## src/rtl/uart_tx_if.sv

```systemverilog
// CPU-side write port of the UART transmitter: byte strobe in, FIFO/line status out.
interface uart_tx_if;
    logic [7:0] send_data;
    logic       send_ce;
    logic       send_using;
    logic       send_overflow;
    logic       tx_busy;

    modport master (
        output send_data,
        output send_ce,
        input  send_using,
        input  send_overflow,
        input  tx_busy
    );

    modport slave (
        input  send_data,
        input  send_ce,
        output send_using,
        output send_overflow,
        output tx_busy
    );
endinterface

```

## src/rtl/uart_tx.sv

```systemverilog
// 8N1 UART transmitter with a small byte FIFO in front of a start/data/stop frame FSM.
module uart_tx #(
    parameter int unsigned CLKS_PER_BIT = 868,
    parameter int unsigned FIFO_DEPTH   = 4
) (
    input  logic      clk,
    input  logic      rst,
    uart_tx_if.slave  bus,
    output logic      Tx
);
    localparam int unsigned AW = $clog2(FIFO_DEPTH);
    localparam int unsigned CW = $clog2(CLKS_PER_BIT);
    localparam logic [AW:0]   FullCount = (AW + 1)'(FIFO_DEPTH);
    localparam logic [CW-1:0] BitLast   = CW'(CLKS_PER_BIT - 1);

    typedef enum logic [1:0] {StIdle, StStart, StData, StStop} state_e;

    state_e        state_q;
    logic [7:0]    fifo_mem [FIFO_DEPTH];
    logic [AW-1:0] rd_ptr_q;
    logic [AW-1:0] wr_ptr_q;
    logic [AW:0]   count_q;
    logic          overflow_q;
    logic [7:0]    shift_q;
    logic [2:0]    idx_q;
    logic [CW-1:0] baud_q;

    logic fifo_empty;
    logic bit_end;
    logic push;
    logic pop;

    assign fifo_empty = (count_q == '0);
    assign bit_end    = (baud_q == '0);
    assign bus.send_using    = (count_q == FullCount);
    assign bus.send_overflow = overflow_q;
    assign bus.tx_busy       = (state_q != StIdle) || !fifo_empty;

    // Full is judged on the registered count, so a write coinciding with a pop from full is lost.
    assign push = bus.send_ce && !bus.send_using;
    assign pop  = !fifo_empty && ((state_q == StIdle) || ((state_q == StStop) && bit_end));

    always_ff @(posedge clk) begin
        if (rst) begin
            rd_ptr_q   <= '0;
            wr_ptr_q   <= '0;
            count_q    <= '0;
            overflow_q <= 1'b0;
        end else begin
            if (push) wr_ptr_q <= wr_ptr_q + 1'b1;
            if (pop)  rd_ptr_q <= rd_ptr_q + 1'b1;
            if (push && !pop) begin
                count_q <= count_q + 1'b1;
            end else if (pop && !push) begin
                count_q <= count_q - 1'b1;
            end
            if (bus.send_ce && bus.send_using) overflow_q <= 1'b1;
        end
    end

    always_ff @(posedge clk) begin
        if (push) fifo_mem[wr_ptr_q] <= bus.send_data;
    end

    // Tx is registered alongside the state so the line level always matches the current bit.
    always_ff @(posedge clk) begin
        if (rst) begin
            state_q <= StIdle;
            Tx      <= 1'b1;
            shift_q <= '0;
            idx_q   <= '0;
            baud_q  <= '0;
        end else begin
            unique case (state_q)
                StIdle: begin
                    if (pop) begin
                        shift_q <= fifo_mem[rd_ptr_q];
                        baud_q  <= BitLast;
                        Tx      <= 1'b0;
                        state_q <= StStart;
                    end
                end
                StStart: begin
                    if (bit_end) begin
                        idx_q   <= '0;
                        baud_q  <= BitLast;
                        Tx      <= shift_q[0];
                        state_q <= StData;
                    end else begin
                        baud_q <= baud_q - 1'b1;
                    end
                end
                StData: begin
                    if (bit_end) begin
                        shift_q <= shift_q >> 1;
                        baud_q  <= BitLast;
                        if (idx_q == 3'd7) begin
                            Tx      <= 1'b1;
                            state_q <= StStop;
                        end else begin
                            idx_q <= idx_q + 1'b1;
                            Tx    <= shift_q[1];
                        end
                    end else begin
                        baud_q <= baud_q - 1'b1;
                    end
                end
                StStop: begin
                    if (bit_end) begin
                        if (pop) begin
                            shift_q <= fifo_mem[rd_ptr_q];
                            baud_q  <= BitLast;
                            Tx      <= 1'b0;
                            state_q <= StStart;
                        end else begin
                            state_q <= StIdle;
                        end
                    end else begin
                        baud_q <= baud_q - 1'b1;
                    end
                end
                default: begin
                    state_q <= StIdle;
                    Tx      <= 1'b1;
                end
            endcase
        end
    end
endmodule

```

## src/flat_wrapper.sv

```systemverilog
// flat-port wrapper written by rule: the top's interface ports become plain ports
module uart_tx_flat 
#(
    parameter int unsigned CLKS_PER_BIT = 868,
    parameter int unsigned FIFO_DEPTH   = 4
)
  (clk, rst, Tx, bus_send_data, bus_send_ce, bus_send_using, bus_send_overflow, bus_tx_busy);
  uart_tx_if bus_i ();
  input  logic clk;
  input  logic rst;
  output logic Tx;
  input wire logic [$bits(bus_i.send_data)-1:0] bus_send_data;
  input wire logic [$bits(bus_i.send_ce)-1:0] bus_send_ce;
  output wire logic [$bits(bus_i.send_using)-1:0] bus_send_using;
  output wire logic [$bits(bus_i.send_overflow)-1:0] bus_send_overflow;
  output wire logic [$bits(bus_i.tx_busy)-1:0] bus_tx_busy;
  assign bus_i.send_data = bus_send_data;
  assign bus_i.send_ce = bus_send_ce;
  assign bus_send_using = bus_i.send_using;
  assign bus_send_overflow = bus_i.send_overflow;
  assign bus_tx_busy = bus_i.tx_busy;
  uart_tx #(.CLKS_PER_BIT(CLKS_PER_BIT), .FIFO_DEPTH(FIFO_DEPTH)) u_core (.clk(clk), .rst(rst), .bus(bus_i), .Tx(Tx));
endmodule
```

## config.mk

```make
export PLATFORM = sky130hd
export DESIGN_NAME = uart_tx_flat
export DESIGN_NICKNAME = d
export VERILOG_FILES = /design/src/rtl/uart_tx_if.sv /design/src/rtl/uart_tx.sv /design/src/flat_wrapper.sv
export SDC_FILE = /design/constraint.sdc
export NUM_CORES = 1
export LEC_CHECK = 0
export CORE_MARGIN = 4
export CORE_UTILIZATION = 60
export DETAILED_ROUTE_END_ITERATION = 10
export PLACE_DENSITY = 0.79
export SLEW_MARGIN = 20
export SYNTH_ARGS = -nofsm -noshare
export SYNTH_HDL_FRONTEND = slang
export SYNTH_SLANG_ARGS = --single-unit
```

## constraint.sdc

```tcl
create_clock -name clk -period 7.7 [get_ports clk]
set_input_delay 0.77 -clock clk [delete_from_list [all_inputs] [get_ports clk]]
set_output_delay 0.77 -clock clk [all_outputs]
set_load 0.05 [all_outputs]
```

Word-level counts from Yosys, hierarchy flattened
Memory sizes are Yosys's and may differ from the RTL's. A register that Yosys moved wholly into a read port is not among the register bits. Index checks and enable logic that the tools add are counted.

Register bits after elaboration: 32. RAM bits: 32. Input port bits: 11. Output and inout bits: 4. Word-level logic and storage cells: 82. Memories kept: 1.

$add $sub $neg: 6. Equality and inequality tests: 11. Multiplexer cells: 31. Reductions and logical operators: 24.

Memory list: u_core.fifo_mem (words 4, width 8, rd ports 1, clocked after Yosys merged registers in 1, wr ports 1, line uart_tx.sv:19) `logic [7:0] fifo_mem [FIFO_DEPTH];`.

Operators by type and width (number): 2-to-1 mux 10 bit (3); one-hot mux 10 bit (3 select lines) (1); 2-to-1 mux 8 bit (3); one-hot mux 8 bit (3 select lines) (1); 2-to-1 mux 3 bit (5); 2-to-1 mux 2 bit (7); logical NOT 10 bit (1); != test 2 x 1 -> 1 bit (second input constant) (5); subtractor 10 x 1 -> 10 bit (second input constant) (1); 2-to-1 mux 1 bit (8); one-hot mux 2 bit (4 select lines) (1); adder 3 x 1 -> 3 bit (second input constant) (2); equality test 3 bit (second input constant) (2); logical AND 1 bit (6); one-hot mux 3 bit (2 select lines) (1); AND reduction 3 bit (2); nonzero test 2 bit (3); AND reduction 5 bit (1); adder 2 x 1 -> 2 bit (second input constant) (2); equality test 2 bit (second input constant) (2); logical NOT 1 bit (4); one-hot mux 1 bit (4 select lines) (1); AND reduction 4 bit (1); logical NOT 3 bit (1); other kinds (7) (8).

Depth between registers and ports, before layout
Gate-level depths: netlist (run 1).

Word-level depth: 7. Depth in mapped cells: 12.

Worst setup path after synthesis (run 1)
OpenSTA, ideal clock, no wires.

Path type: reg-to-reg. Start point: reg u_core.baud_q[0]. End point: reg u_core.count_q[2]. Library setup time: 0.071 ns. Arrival: 2.547 ns. Slack: 5.083 ns. Cell stages (with the launch flop): 13. Buffers on the path: 1. Clock period less this slack: 2.617 ns. Cells stage by stage: dfxtp_1 > inv_1 > ha_1 > or4b_4 > buf_6 > nor4_4 > nor2_1 > ha_1 > inv_1 > fa_1 > xor2_1 > or3_1 > a21oi_1.

Word-level cells in the longest chain between the ends: 7. Elaborated cells on any way between the ends: 9.

Ends and longest elaborated chain: from (decl) (line uart_tx.sv:26) `logic [CW-1:0] baud_q;`; from (signal assigned) (line uart_tx.sv:78) `baud_q <= BitLast;`; from (signal assigned) (line uart_tx.sv:86) `baud_q <= BitLast;`; from (signal assigned) (line uart_tx.sv:90) `baud_q <= baud_q - 1'b1;`; logical NOT 10 bit * (line uart_tx.sv:34) `assign bit_end = (baud_q == '0);`; logical AND 1 bit * (line uart_tx.sv:41) `assign pop = !fifo_empty && ((state_q == StIdle) || ((state_q == StStop) && bit_end));`; logical OR 1 bit * (line uart_tx.sv:41); logical AND 1 bit * (line uart_tx.sv:41); logical NOT 1 bit (line uart_tx.sv:52) `if (push && !pop) begin`; logical AND 1 bit (line uart_tx.sv:52); 2-to-1 mux 3 bit / nonzero test 2 bit (equally long branches); to (signal assigned) (line uart_tx.sv:53) `count_q <= count_q + 1'b1;`; to (signal assigned) (line uart_tx.sv:55) `count_q <= count_q - 1'b1;`; to (decl) (line uart_tx.sv:22) `logic [AW:0] count_q;`.

Every way passes the cells marked *; elsewhere a longest branch is shown, timed or not. A chain may end at the register's enable or synchronous reset.

Final worst setup path (run 1)
Start point: reg u_core.count_q[0]. End point: out bus_tx_busy.

Word-level cells in the longest chain between the ends: 3.

Ends and longest elaborated chain: logical NOT 3 bit (line uart_tx.sv:33) `assign fifo_empty = (count_q == '0);`; logical NOT 1 bit (line uart_tx.sv:37) `assign bus.tx_busy = (state_q != StIdle) || !fifo_empty;`; logical OR 1 bit (line uart_tx.sv:37); to (decl) (line flat_wrapper.sv:16) `output wire logic [$bits(bus_i.tx_busy)-1:0] bus_tx_busy;`.

No other way between the ends.

==> impl_metrics.py, run 1 <==
metrics = {
    "status": {
        "outcome": "finished clean",
    },
    "cells_and_area": {
        "post-route-util_pct": 70.40,
        "syn_to_final_growth_pct": 11.33,
        "layout-drive-gt1-share_pct": 14.72,
        "fin_nets": 321,
        "num_antenna_cells": 0,
    },
    "power_and_ir_drop": {
        "p_per_area_mw_per_mm2": 414.7,
        "peakVddDrop_v": 0.0002631,
        "p_leak_uw": 0.001322,
    },
    "logic_synthesis": {
        "synth_cell_type_count": 62,
        "syn-num-nets": 311,
        "synth_area_leaders": "edfxtp_1, dfxtp_1, ha_1, mux4_2, mux2i_1",
        "avgSynthCellArea_um2": 11.66,
        "synth-seq-area-share_pct": 49.57,
        "synthTopCellsByCount": "dfxtp_1, edfxtp_1, nor2_1, ha_1",
        "synth_top_cell_by_area": "edfxtp_1",
        "synth_ff_type": "dfxtp_1",
        "synth_most_common_cell": "dfxtp_1",
        "async_flop_share_pct": 0,
        "synthesis.area_mm2": 0.003312,
        "synth_edf_count": 32,
        "yosys_warnings": 0,
        "synthCells": 284,
        "synth_seq_cells": 66,
        "synth_top_cell_area_share_pct": 29.01,
    },
    "setup_path": {
        "path_max_fanout": 6,
        "slowest_stage": "clkdlybuf4s50_1",
        "reg2reg_depth": 11,
        "path_delay_family": "simple AND/OR/NAND/NOR gates",
        "cpPeakStageDelay_ps": 750,
        "start_kind": "flop",
        "cp_data_required_time_ps": 6930,
        "r2r-start": "u_core.baud_q[0]",
        "path_buf_inv": 1,
        "path_cells": "nor3_1, nand2_1, clkdlybuf4s50_1",
        "crit_cells": 3,
        "worstSetupStartpoint": "u_core.count_q[0]",
        "crit_arrival_ps": 2270,
        "endpoint_kind": "primary output",
        "path_class": "flop to primary output",
    },
    "place": {
        "place.gp.congestion": 0.8834,
        "post-place-ws_ps": 4552,
        "io_buffers": 14,
        "dp_hpwl_um": 4356,
    },
    "routing": {
        "vias": 2268,
        "drcViolationCount": 0,
        "routed_via_density": 6.146,
        "route.final.wire_length_um": 6324,
        "first_pass_iters": 7,
        "wire_per_inst_um": 17.14,
        "ant_nets": 0,
        "dr.first_iter.drc_count": 220,
    },
    "clocking": {
        "clk-insertion-delay-late_ps": 350,
        "cts_buffers": 9,
        "clock-root-buffer": "clkbuf_8",
        "cts_setup_buffers": 0,
        "cts-resized-gates": 0,
        "h-tree-depth": 3,
        "cts.sinks": 66,
        "clk_path_buf_depth": 2,
        "cts_tree": "done",
        "cts.clk_slew.worst_paths_ps": 80,
        "cts.hold.buffers_added": 0,
    },
    "timing": {
        "max_freq_mhz": 328.5,
        "setup_viol": 0,
        "fin_worst_skew_ps": 7.642,
        "setup-tns-final_ps": 0,
        "fin_crit_sh_pct": 39.54,
        "hold_violations": 0,
        "relSlewSlack_pct": 48.47,
        "tightest_slew_ps": 767.0,
        "final.min_clock_period_ps": 3044,
        "layout_setup_ws_ps": 4656,
        "rsz0062_at_grt": "no",
        "timing.final.max_slew_violations": 0,
    },
    "floorplan": {
        "num_rows": 26,
        "initial_core_util_pct": 63.23,
        "core_area_mm2": 0.005238,
        "die_w_um": 82.30,
        "ios": 15,
        "die_h_um": 82.30,
        "dieArea_mm2": 0.006772,
    },
    "global_route": {
        "grt_pass1_wl_um": 10980,
        "grt_pass1_vias": 2197,
        "grt_remaining_overflow": 0,
        "grt.total_usage_pct": 22.09,
        "grt_max_degree": 41,
        "antenna_found_initial": 0,
    },
    "hold_path": {
        "min_path_cells": 1,
        "worstHoldPathType": "flop to flop",
        "min_from": "u_core.idx_q[1]",
    },
    "flow_run": {
        "drv_cap": 0,
    },
}
-- layer usage --
metal	GRT usage [%]	part of all wire [%]	wire, um	vias to the layer above
met4	9.801	2.7	170	0
met3	6.725	5.8	365	17
li1	-	-	-	1094
met1	27.96	43	2706	1082
met2	34.86	49	3081	75
met5	0	0	0	-
-- flip-flops by register name, indices dropped and copies added (netlist names), named ones only --
| name | flops |
|---|---|
| u_core.shift_q | 8 |
| u_core.count_q | 3 |
| u_core.wr_ptr_q | 2 |
| u_core.bus.send_overflow | 1 |
| u_core.state_q | 2 |
| u_core.baud_q | 10 |
| u_core.idx_q | 3 |
| u_core.fifo_mem | 32 |
| u_core.rd_ptr_q | 2 |
| u_core.Tx | 1 |
-- report_power, final --
group / switching [uW] / leakage [uW] / internal, uW
Sequential: 75.9 / 0.000572 / 445
Clock: 143 / 0.000114 / 185
Combinational: 389 / 0.000636 / 292
-- kinds of logic (layout without fill, tap and decap cells) --
| kind of cell | Yosys count | count (layout) | share of synthesized area (%) |
|---|---|---|---|
| fa+ha+maj | 16 | 16 | 6.271 |
| xor+xnor | 3 | 3 | 0.7935 |
| buf+inv | 28 | 43 | 3.891 |
| compound gates | 60 | 60 | 13.64 |
| flops | 66 | 66 | 49.57 |
| simple gates | 86 | 86 | 14.96 |
| mux | 25 | 25 | 10.88 |
-- layout make-up --
class	instances	area (um^2)
well taps	70	87.58
fillers	373	1550
repair buffers	15	147.6
multi-input cells	190	1541
flip-flops and latches	66	1642
clock buffers	9	123.9
clock inverters	7	100.1
inverters	12	45.04
-- final timing paths --
| path | endpoint | slack [ps] |
|---|---|---|
| max | bus_tx_busy | 4660 |
| min | u_core.idx_q[1] | 480 |
| min reg2reg | u_core.idx_q[1] | 480 |
| max reg2reg | u_core.count_q[2] | 4810 |
-- placed cells by master, fill, tap and decap left out, types with 5 or more instances in the layout --
master / synthesis / routed
mux2i_1: 9 / 9
nand2_1: 7 / 7
ha_1: 15 / 15
inv_1: 12 / 12
nand3_1: 6 / 6
a31oi_1: 5 / 5
nor3_1: 12 / 12
a311oi_1: 5 / 5
o21ai_0: 8 / 8
nor2_1: 19 / 19
dfxtp_1: 34 / 34
clkbuf_8: 0 / 9
mux2_2: 7 / 7
a21oi_1: 12 / 12
clkdlybuf4s50_1: 0 / 14
mux4_2: 8 / 8
edfxtp_1: 32 / 32
nand2b_1: 7 / 7
and2_1: 5 / 5
nor2b_1: 9 / 9
-- stage by stage --
stage	std cells	hold WS, ps	instance area, um^2	power (uW)
final	369	484.7	3687	1529
after global routing	369	504.0	3687	1640
after floorplan	284	446.4	3312	1067
after detailed placement	353	465.1	3463	1198
after global placement	353	467.9	3463	1177
after CTS	369	486.2	3687	1529
Note: power is estimated with default switching activity, not from simulation.
==> run 2, diff against run 1 <==
Clock period 7.7 ns to 3.1 ns, I/O delays scaled along.
==> run 2 against run 1 <==
First-iteration DRC count fell by 0.91%. Sequential cell count is the same. Critical path depth up 8. Largest power group unchanged. Clock-buffer cell count is 1 higher. Register-to-register slack worse by 4400 ps. Combinational power increased to 2.6 times the previous value. Global-route usage shrank 0.63 points. Sequential power grew 150%. Critical path type is now flop to flop. Worst hold slack worse by 9.0 ps. Critical endpoint is now u_core.count_q[2]. Wire length rose by 1.6%. Final cell count rose by 1.4%. Largest cell class unchanged.
==> impl_metrics.py, run 2 (synthesis results as in run 1) <==
metrics = {
    "floorplan": {
        "ios": 15,
        "dieArea_mm2": 0.006772,
        "initial_core_util_pct": 63.23,
        "die_w_um": 82.30,
        "die_h_um": 82.30,
        "num_rows": 26,
        "core_area_mm2": 0.005238,
    },
    "timing": {
        "whs_ps": 475.7,
        "max_freq_mhz": 371.2,
        "hold_violations": 0,
        "setup-tns-final_ps": 0,
        "rsz0062_at_grt": "no",
        "setup_viol": 0,
        "tightest_slew_ps": 775.2,
        "fin_worst_skew_ps": 12.41,
        "timing.final.max_slew_violations": 0,
        "relSlewSlack_pct": 48.32,
        "final.min_clock_period_ps": 2694,
        "fin_crit_sh_pct": 86.91,
    },
    "place": {
        "io_buffers": 14,
        "place.gp.congestion": 0.9691,
        "dpl_cell_area_mm2": 0.003501,
        "dp_hpwl_um": 4340,
    },
    "power_and_ir_drop": {
        "clock_power_share_pct": 20.5,
        "p_per_area_mw_per_mm2": 1035,
        "peakVddDrop_v": 0.0006621,
        "share_comb_of_total_power_pct": 45.7,
        "p_seq_share_pct": 33.8,
        "p_int_uw": 2322,
        "p_sw_share_pct": 39.70,
        "power_switching_uw": 1529,
        "p_leak_uw": 0.001341,
    },
    "status": {
        "outcome": "finished clean",
    },
    "flow_run": {
        "drv_cap": 0,
    },
    "cells_and_area": {
        "largest_registers": "u_core.fifo_mem: 32 flops, u_core.baud_q: 10 flops, u_core.shift_q: 8 flops",
        "layout-drive-gt1-share_pct": 15.79,
        "max_flop_register": "u_core.fifo_mem",
        "fin_nets": 326,
        "largest_reg_flops": 32,
        "fillerInstances": 380,
        "final_cell_mix": "dfxtp_1, edfxtp_1, nor2_1, ha_1, clkdlybuf4s50_1",
        "final_common_cell": "dfxtp_1",
        "post-route-util_pct": 71.00,
        "stdcell_area_mm2": 0.003719,
        "syn_to_final_growth_pct": 12.28,
        "num_antenna_cells": 0,
    },
    "clocking": {
        "clk-insertion-delay-late_ps": 340,
        "cts.clk_slew.worst_paths_ps": 80,
        "cts.sinks": 66,
        "clock-root-buffer": "clkbuf_8",
        "cts_buffers": 9,
        "cts-resized-gates": 0,
        "cts_setup_buffers": 0,
        "cts_tree": "done",
        "h-tree-depth": 3,
        "cts.hold.buffers_added": 0,
        "clk_path_buf_depth": 2,
    },
    "global_route": {
        "grt_max_degree": 41,
        "grt_pass1_wl_um": 10650,
        "antenna_found_initial": 0,
        "grt_pass1_vias": 2159,
        "grt.total_usage_pct": 21.46,
        "grt_remaining_overflow": 0,
    },
    "routing": {
        "ant_nets": 0,
        "dr.first_iter.drc_count": 218,
        "routed_via_density": 6.329,
        "route.final.wire_length_um": 6424,
        "vias": 2367,
        "first_pass_iters": 6,
        "drcViolationCount": 0,
        "wire_per_inst_um": 17.18,
    },
    "setup_path": {
        "crit_arrival_ps": 2970,
        "reg2reg_depth": 11,
        "start_kind": "flop",
        "r2r-start": "u_core.baud_q[0]",
        "path_max_fanout": 6,
        "cp_data_required_time_ps": 3380,
        "endpoint_kind": "flop",
        "rr_endpoint": "u_core.count_q[2]",
        "path_class": "flop to flop",
        "worst-r2r-setup-slack_ps": 410,
    },
    "hold_path": {
        "min_path_cells": 2,
        "worstHoldPathType": "flop to flop",
        "holdPathEnd": "u_core.bus.send_overflow",
        "min_from": "u_core.bus.send_overflow",
    },
}
run 2: cell types whose count changed in the layout (fill, tap and decap cells not counted):
| cell | before | now |
|---|---|---|
| inv_6 | 2 | 1 |
| clkinvlp_4 | 0 | 1 |
| clkbuf_1 | 0 | 1 |
| buf_4 | 1 | 6 |
| clkinv_4 | 2 | 1 |
run 2: metal layers:
metal	part of all wire [%]	up-vias	GRT usage, %	wire [um]
li1	-	1105	-	-
met1	43	1125	28.65	2761
met2	46	112	32.29	2956
met3	7.9	25	7.050	508
met4	3.1	0	8.472	199
met5	0	-	0	0
run 2: metrics by stage:
stage	total power (uW)	cells	setup slack (ps)
floorplan	2650	284	482.7
global placement	3003	358	554.3
detailed placement	3030	358	451.1
CTS	3830	374	424.4
global route	4103	374	197.3
finish	3850	374	405.7
run 2: power by group through the flow:
stage / sequential, uW / clock, uW / combinational, uW
5_1_grt: 1330 / 847 / 1920
3_3_place_gp: 1300 / 0 / 1700
3_5_place_dp: 1310 / 0 / 1720
4_1_cts: 1300 / 802 / 1730
6_report: 1300 / 788 / 1760
2_1_floorplan: 1240 / 0 / 1410
run 2: worst max-delay path by stage:
stage	startpoint	to	cells after the start
after global placement	u_core.baud_q[0]	u_core.count_q[2]	11
after CTS	u_core.baud_q[0]	u_core.count_q[2]	11
after detailed placement	u_core.baud_q[0]	u_core.count_q[2]	11
final	u_core.baud_q[0]	u_core.count_q[2]	11
after floorplan	u_core.baud_q[0]	u_core.count_q[2]	12
after global routing	u_core.baud_q[0]	u_core.count_q[2]	11
run 2: critical path, cell delays in order (launching register included):
cell	delay [ps]
dfxtp_1	330
inv_1	120
ha_1	220
or4b_4	540
nor4_4	300
nor2_1	130
ha_1	240
inv_1	70
fa_1	170
xor2_1	70
or3_1	300
a21oi_1	130
run 2: layout make-up:
cell class / count / area (um^2) / share of cell area [%]
Timing Repair Buffer: 20 / 185.2 / 4.980
Tap cell: 70 / 87.58 / 2.355
Sequential cell: 66 / 1642 / 44.15
Inverter: 12 / 45.04 / 1.211
Clock inverter: 6 / 90.09 / 2.423
Multi-Input combinational cell: 190 / 1541 / 41.45
Clock buffer: 10 / 127.6 / 3.432
==> run 3, diff against run 2 <==
Settings changed: CELL_PAD_IN_SITES_DETAIL_PLACEMENT set to 1, CELL_PAD_IN_SITES_GLOBAL_PLACEMENT set to 2, CORE_ASPECT_RATIO set to 2, CORE_UTILIZATION 60 to 41, PLACE_DENSITY 0.79 to unset, PLACE_DENSITY_LB_ADDON set to 0.1.
==> run 3 against run 2 <==
Combinational power grew 3%. Largest cell class unchanged. Worst hold slack got worse by 8.7 ps. Final cell count rose by 7.8%. Final area rose by 3.6%. Non-clock buffer count is 3 higher. Sequential power barely moved.
==> impl_metrics.py, run 3 (synthesis results as in run 1) <==
metrics = {
    "status": {
        "outcome": "finished clean",
    },
    "setup_path": {
        "start_kind": "flop",
        "r2r-start": "u_core.baud_q[0]",
        "cp_data_required_time_ps": 3350,
        "worstSetupStartpoint": "u_core.baud_q[0]",
        "path_max_fanout": 6,
        "path_class": "flop to flop",
        "endpoint_kind": "flop",
        "crit_arrival_ps": 2980,
    },
    "routing": {
        "wire_per_inst_um": 18.92,
        "first_pass_iters": 4,
        "route.final.wire_length_um": 7626,
        "ant_nets": 0,
        "drcViolationCount": 0,
        "dr.first_iter.drc_count": 99,
        "routed_via_density": 5.638,
        "vias": 2272,
    },
    "power_and_ir_drop": {
        "power_uw": 4122,
        "peakVddDrop_v": 0.0005004,
        "clock_power_share_pct": 24.4,
        "share_comb_of_total_power_pct": 44.2,
        "p_seq_share_pct": 31.5,
        "p_per_area_mw_per_mm2": 1070,
        "power_switching_uw": 1613,
        "p_leak_uw": 0.001386,
        "p_sw_share_pct": 39.14,
        "p_int_uw": 2508,
    },
    "hold_path": {
        "min_from": "u_core.bus.send_overflow",
        "worstHoldPathType": "flop to flop",
    },
    "clocking": {
        "clk-insertion-delay-late_ps": 340,
        "cts.hold.buffers_added": 0,
        "cts_setup_buffers": 0,
        "cts_tree": "done",
        "h-tree-depth": 3,
        "cts-resized-gates": 0,
        "cts.sinks": 66,
        "cts_buffers": 9,
        "cts.clk_slew.worst_paths_ps": 60,
        "clk_path_buf_depth": 2,
        "clock-root-buffer": "clkbuf_16",
    },
    "place": {
        "post-place-ws_ps": 401.1,
        "place.gp.congestion": 0.8126,
        "dp_hpwl_um": 5942,
        "io_buffers": 14,
    },
    "timing": {
        "final.min_clock_period_ps": 2737,
        "timing.final.max_slew_violations": 0,
        "hold_violations": 0,
        "tightest_slew_ps": 729.9,
        "layout_setup_ws_ps": 362.8,
        "setup_viol": 0,
        "relSlewSlack_pct": 51.12,
        "fin_worst_skew_ps": 6.663,
        "rsz0062_at_grt": "no",
        "max_freq_mhz": 365.3,
        "setup-tns-final_ps": 0,
        "fin_crit_sh_pct": 88.30,
    },
    "floorplan": {
        "die_h_um": 135.1,
        "dieArea_mm2": 0.009667,
        "initial_core_util_pct": 42.00,
        "ios": 15,
        "core_area_mm2": 0.007885,
        "die_w_um": 71.55,
        "num_rows": 46,
    },
    "global_route": {
        "antenna_found_initial": 0,
        "grt.total_usage_pct": 17.52,
        "grt_remaining_overflow": 0,
        "grt_pass1_vias": 2495,
        "grt_pass1_wl_um": 12480,
        "grt_max_degree": 16,
    },
    "cells_and_area": {
        "post-route-util_pct": 48.84,
        "syn_to_final_growth_pct": 16.28,
        "regArea_mm2": 0.001642,
        "fin_nets": 329,
        "multiInputGateArea_mm2": 0.001541,
        "final_common_cell": "dfxtp_1",
        "max_flop_register": "u_core.fifo_mem",
        "layout-drive-gt1-share_pct": 16.29,
        "largest_registers": "u_core.fifo_mem: 32 flops, u_core.baud_q: 10 flops, u_core.shift_q: 8 flops",
        "largest_reg_flops": 32,
        "fillerInstances": 809,
        "final_cell_mix": "dfxtp_1, edfxtp_1, nor2_1, ha_1, clkdlybuf4s50_1",
        "num_antenna_cells": 0,
    },
    "flow_run": {
        "drv_cap": 0,
    },
}
-- run 3: changes by cell type in the layout (fill, tap and decap cells not counted) --
cell,previous run,this run
clkinvlp_4,1,2
buf_4,6,9
clkinv_1,0,1
clkbuf_8,9,0
clkinv_2,1,0
clkbuf_16,0,9
bufinv_16,2,1
-- run 3: layer usage --
| metal | GRT usage [%] | wire length, um | vias to the layer above | part of all wire (%) |
|---|---|---|---|---|
| met1 | 15.76 | 2631 | 1109 | 35 |
| met2 | 33.66 | 4513 | 28 | 59 |
| met4 | 11.30 | 313 | 0 | 4.1 |
| li1 | - | - | 1114 | - |
| met3 | 3.577 | 168 | 21 | 2.2 |
| met5 | 0 | 0 | - | 0 |
-- run 3: through the flow --
step / cells / hold WS [ps] / cell area [um^2]
final: 403 / 467.0 / 3851
after global placement: 387 / 455.0 / 3556
after global routing: 403 / 499.6 / 3851
after floorplan: 284 / 408.9 / 3312
after CTS: 403 / 476.1 / 3851
after detailed placement: 387 / 461.2 / 3556
-- run 3: final timing paths --
check | end | slack, ps | cells past startpoint
setup / recovery | u_core.count_q[2] | 360 | 11
hold / removal | u_core.bus.send_overflow | 470 | 2
setup reg to reg | u_core.count_q[2] | 360 | 11
hold reg to reg | u_core.bus.send_overflow | 470 | 2
-- run 3: cell type report --
| cell class | instances | area share (%) |
|---|---|---|
| well taps | 96 | 3.119 |
| inverters | 12 | 1.170 |
| repair buffers | 23 | 5.393 |
| clock buffers | 10 | 5.945 |
| clock inverters | 6 | 1.722 |
| multi-input cells | 190 | 40.03 |
| flip-flops and latches | 66 | 42.63 |
-- run 3: worst max-delay path, cell delays in order, from the launching register on --
cell and delay (ps):
dfxtp_1 320, inv_1 120, ha_1 190, or4b_4 540, nor4_4 290, nor2_1 110
ha_1 240, inv_1 70, fa_1 180, xor2_1 80, or3_1 300, a21oi_1 200
-- run 3: power by group through the flow --
| stage | clock network [uW] | registers, uW | logic, uW |
|---|---|---|---|
| 2_1_floorplan | 0 | 1240 | 1410 |
| 3_5_place_dp | 0 | 1320 | 1840 |
| 4_1_cts | 1030 | 1300 | 1850 |
| 6_report | 1000 | 1300 | 1820 |
| 3_3_place_gp | 0 | 1310 | 1810 |
| 5_1_grt | 1070 | 1330 | 2010 |
